File: src/rtl/hazard_ctrl.sv
// Pipeline hazard unit: E-stage forwarding, D-stage read bypass, load-use stall,
// branch flush, and a small FSM that holds E for the duration of a MUL/DIV.
module hazard_ctrl #(
  parameter int MUL_LAT = 3,
  parameter int DIV_LAT = 33
) (
  input  logic       clk,
  input  logic       rst_n,
  input  logic [4:0] Rs1D,
  input  logic [4:0] Rs2D,
  input  logic [4:0] Rs1E,
  input  logic [4:0] Rs2E,
  input  logic [4:0] RdE,
  input  logic [4:0] RdM,
  input  logic [4:0] RdW,
  input  logic       RegWriteM,
  input  logic       RegWriteW,
  input  logic       loadE,
  input  logic       PCSrcE,
  input  logic       mdu_startE,
  input  logic       mdu_divE,
  output logic       stallF,
  output logic       stallD,
  output logic       mdu_hold,
  output logic       flushD,
  output logic       flushE,
  output logic       flushM,
  output logic [1:0] forwardAE,
  output logic [1:0] forwardBE,
  output logic       n_for1_4A,
  output logic       n_for1_4B,
  output logic       mdu_busy,
  output logic       mdu_valid,
  output logic [4:0] mdu_rd
);

  localparam logic [1:0] IDLE = 2'd0;
  localparam logic [1:0] BUSY = 2'd1;
  localparam logic [1:0] DONE = 2'd2;

  // The start cycle and the DONE cycle are not counted, hence the -2 preload.
  localparam logic [7:0] MUL_LOAD = 8'(MUL_LAT - 2);
  localparam logic [7:0] DIV_LOAD = 8'(DIV_LAT - 2);

  logic [1:0] state;
  logic [7:0] cnt;
  logic [4:0] rd_q;
  logic       lw_stall;
  logic       hold_int;

  always_ff @(posedge clk) begin
    if (!rst_n) begin
      state <= IDLE;
      cnt   <= 8'd0;
      rd_q  <= 5'd0;
    end else begin
      case (state)
        IDLE: begin
          if (mdu_startE) begin
            cnt   <= mdu_divE ? DIV_LOAD : MUL_LOAD;
            rd_q  <= RdE;
            state <= BUSY;
          end
        end
        BUSY: begin
          if (cnt == 8'd0) state <= DONE;
          else             cnt   <= cnt - 8'd1;
        end
        DONE:    state <= IDLE;
        default: state <= IDLE;
      endcase
    end
  end

  always_comb begin
    forwardAE = 2'b00;
    if (RegWriteM && RdM != 5'd0 && RdM == Rs1E)      forwardAE = 2'b10;
    else if (RegWriteW && RdW != 5'd0 && RdW == Rs1E) forwardAE = 2'b01;
  end

  always_comb begin
    forwardBE = 2'b00;
    if (RegWriteM && RdM != 5'd0 && RdM == Rs2E)      forwardBE = 2'b10;
    else if (RegWriteW && RdW != 5'd0 && RdW == Rs2E) forwardBE = 2'b01;
  end

  assign n_for1_4A = RegWriteW && RdW != 5'd0 && RdW == Rs1D;
  assign n_for1_4B = RegWriteW && RdW != 5'd0 && RdW == Rs2D;

  assign lw_stall = loadE && RdE != 5'd0 && (RdE == Rs1D || RdE == Rs2D);

  // Everything below is gated by rst_n so outputs are quiet before the first reset edge.
  assign hold_int = rst_n && ((state == IDLE && mdu_startE) || state == BUSY);

  assign mdu_hold  = hold_int;
  assign flushM    = hold_int;
  assign stallF    = rst_n && (lw_stall || hold_int) && !PCSrcE;
  assign stallD    = stallF;
  assign flushD    = rst_n && PCSrcE && !hold_int;
  assign flushE    = rst_n && (lw_stall || PCSrcE) && !hold_int;

  assign mdu_busy  = rst_n && (state == BUSY || state == DONE);
  assign mdu_valid = rst_n && state == DONE;
  assign mdu_rd    = rd_q & {5{rst_n}};

endmodule

File: config.mk
export PLATFORM = sky130hd
export DESIGN_NAME = hazard_ctrl
export DESIGN_NICKNAME = d
export VERILOG_FILES = /design/src/rtl/hazard_ctrl.sv
export SDC_FILE = /design/constraint.sdc
export NUM_CORES = 1
export LEC_CHECK = 0
export BUFFER_PORTS_ARGS = -buffer_cell sky130_fd_sc_hd__clkbuf_2
export CELL_PAD_IN_SITES_DETAIL_PLACEMENT = 0
export CELL_PAD_IN_SITES_GLOBAL_PLACEMENT = 1
export CORE_MARGIN = 10
export CORE_UTILIZATION = 36
export DETAILED_ROUTE_END_ITERATION = 8
export HOLD_SLACK_MARGIN = 0.06
export PLACE_DENSITY = 0.84
export SYNTH_ARGS = -nofsm -noshare
export SYNTH_HDL_FRONTEND = slang
export SYNTH_SLANG_ARGS = --single-unit
File: constraint.sdc
create_clock -name clk -period 3.8 [get_ports clk]
set_clock_uncertainty 0.2 [all_clocks]
set_input_delay 0 -clock clk [delete_from_list [all_inputs] [get_ports clk]]
set_output_delay 0 -clock clk [all_outputs]
set_load 0.005 [all_outputs]
==> flow_summary.yaml <==
floorplanning:
  dieArea_um2: 7030
  start_util: 0.369
  die_w_um: 83.8
  rows: 23
  die_height_um: 83.8
  ioPinCount: 62
  core_um2: 3970
critical_path:
  crit_arrival_ns: 2.17
  crit_chain: "inv_1 -> ha_1 -> mux2i_1 -> a31oi_1 -> a21boi_0 -> o21a_1"
  crit_path_end_kind: "flop"
  worstSetupPathType: "flop to flop"
  path_max_fanout: 14
  max_stage_delay_ns: 0.45
  crit_path_start_kind: "flop"
  slowest_stage: "ha_1"
  crit_required_ns: 3.74
cells_and_area:
  finalNetCount: 300
  antenna_cells: 0
  multiInputGateArea_um2: 1090
  register_area_um2: 300
  n_fill_cell: 412
  stdcell_area_um2: 1940
  drive_gt1_frac: 0.285
  areaGrowthSynthToFinish_pct: 32.3
clock_tree:
  clk_path_buf_depth: 2
  cts-root-buf: "clkbuf_8"
  clk_pin_slew_ns: 0.06
  postCtsHoldBufs: 12
  cts.sinks: 15
  numCtsBuffers: 3
  post_cts_buffers: 0
  cts_max_level: 1
  clk_latency_ns: 0.25
  cts_tree: "yes"
  post_cts_resized: 0
pwr:
  p_leak_nw: 0.833
  vdd_ir_drop_max_mv: 0.345
  power_density_nw_per_um2: 491
sta:
  setup_viol_count_final: 0
  fmax_ghz: 0.450
  hold_viol_final: 0
  setup_tns_ns: 0
  tightest_slew_ns: 0.603
  timing.final.crit_period_ns: 2.22
  period_share: 0.585
  maxSlewViolCount: 0
  rsz0062_at_grt: "no"
  hold_ws_ns: 0.101
  relSlewSlack: 0.597
yosys:
  synth_warnings: 0
  synthDistinctLibCells: 43
  ys.flop_type: "dfxtp_1"
  synth_seq_area_share: 0.205
  syn_avg_cell_area_um2: 7.97
  yosysTopAreaCell: "dfxtp_1"
  syn_inst: 184
  synth_edf_count: 0
  ys_ff_latch: 15
  syn-cell-area_um2: 1470
  netlist_top_cells_area: "dfxtp_1 20%, xor2_1 17%, xnor2_1 8.4%"
  synthArstFlopShare: 0
  netlist.area_leader.share: 0.205
  ys_top_cells_by_count: "28 x xor2_1, 15 x dfxtp_1, 14 x xnor2_1, 12 x nand3_1, 11 x a21oi_1"
  syn_nets: 234
  synth_most_common_cell: "xor2_1"
routing:
  drt-vias-per-instance: 5.09
  final_antenna_net_count: 0
  num_vias: 1523
  remaining_drc_errors: 0
  wl_per_cell_um: 14.4
  drt_iter0_drc: 74
  wirelength_um: 4300
  first_pass_iters: 4
grt:
  grt_use_met1: 0.145
  use_met3: 0.0361
  grt_max_degree: 15
  met2_usage: 0.205
  grt_pass1_vias: 1596
  grt_pass1_wl_um: 7440
  grt-ovfl-total: 0
  antenna_found_initial: 0
  grt.total_usage: 0.121
  busiest_layer: "met2"
worst_hold_path:
  hold_class: "primary input to primary output"
placed_design:
  dp_hpwl_um: 3570
  place_congestion: 0.819
  numPortBuffers: 61
  place_area_um2: 1780
outcome:
  outcome: "completed"
flow_run:
  maxCapViolations: 0
cell families (layout without fill, tap and decap cells):
kind of cell | Yosys count | after routing | share of synthesized area
fa+ha+maj | 7 | 7 | 0.0597
buf+inv | 17 | 82 | 0.0529
flops | 15 | 15 | 0.205
mux | 1 | 1 | 0.00683
simple gates | 67 | 67 | 0.261
compound gates | 35 | 35 | 0.164
xor+xnor | 42 | 42 | 0.251
state kept, by name (all words and copies together), names as in the netlist:
| signal | flops |
|---|---|
| cnt | 8 |
| rd_q | 5 |
| state | 2 |
layer usage:
| metal | routed length [um] | up-vias |
|---|---|---|
| li1 | - | 782 |
| met1 | 1960 | 686 |
| met2 | 1980 | 49 |
| met3 | 309 | 6 |
| met4 | 44 | 0 |
| met5 | 0 | - |
path summary, 6_finish.rpt:
path / from / end / slack [ns] / cells past startpoint
hold / removal: PCSrcE / stallF / 0.10 / 3
hold reg to reg: rd_q[1]$_SDFFE_PN0P_ / rd_q[1]$_SDFFE_PN0P_ / 0.25 / 2
setup / recovery: state[1]$_SDFFE_PN0P_ / cnt[2]$_SDFFE_PN0P_ / 1.58 / 6
setup reg to reg: state[1]$_SDFFE_PN0P_ / cnt[2]$_SDFFE_PN0P_ / 1.58 / 6
where the power goes:
group | switching (mW) | total [mW] | leakage (nW) | internal (mW)
Sequential | 0.0452 | 0.254 | 0.123 | 0.209
Combinational | 0.310 | 0.567 | 0.687 | 0.257
Clock | 0.0574 | 0.132 | 0.0228 | 0.0743
metrics by stage:
step | utilization | std cells | setup slack (ns) | power [mW]
global route | 0.489 | 299 | 1.43 | 1.04
CTS | 0.489 | 299 | 1.61 | 0.956
floorplan | - | 184 | 1.93 | 0.661
global placement | 0.447 | 283 | 1.69 | 0.798
detailed placement | 0.447 | 283 | 1.62 | 0.803
finish | 0.489 | 299 | 1.58 | 0.953
critical path: cells and delay by family (launching register included):
| kind | cells | cell delay, ns |
|---|---|---|
| multiplexers | 1 | 0.24 |
| buffers and inverters | 1 | 0.12 |
| flip-flops | 1 | 0.32 |
| AO/OA/AOI/OAI | 3 | 0.79 |
| adder cells (fa/ha/maj) | 1 | 0.45 |
cell type report:
cell class	count	area share
Clock buffer	4	0.0232
Tap cell	50	0.0322
Timing Repair Buffer	73	0.219
Multi-Input combinational cell	152	0.561
Sequential cell	15	0.155
Inverter	5	0.00967
cell usage in the layout (no fill, tap or decap), drive strengths merged, types with 2 or more instances in the layout:
cell type	Yosys	routed
clkbuf	6	65
xor2	28	28
dfxtp	15	15
xnor2	14	14
nand3	12	12
dlygate4sd3	0	12
a21oi	11	11
nor2	8	8
nor4	7	7
and2	7	7
nand2	7	7
ha	7	7
or4	7	7
o21ai	7	7
nand2b	6	6
inv	5	5
nor3	4	4
o21a	2	2
or3b	2	2
nor3b	2	2
a21boi	2	2
a2111oi	2	2
o211ai	2	2
No activity file was read; power rests on OpenSTA's default activity.
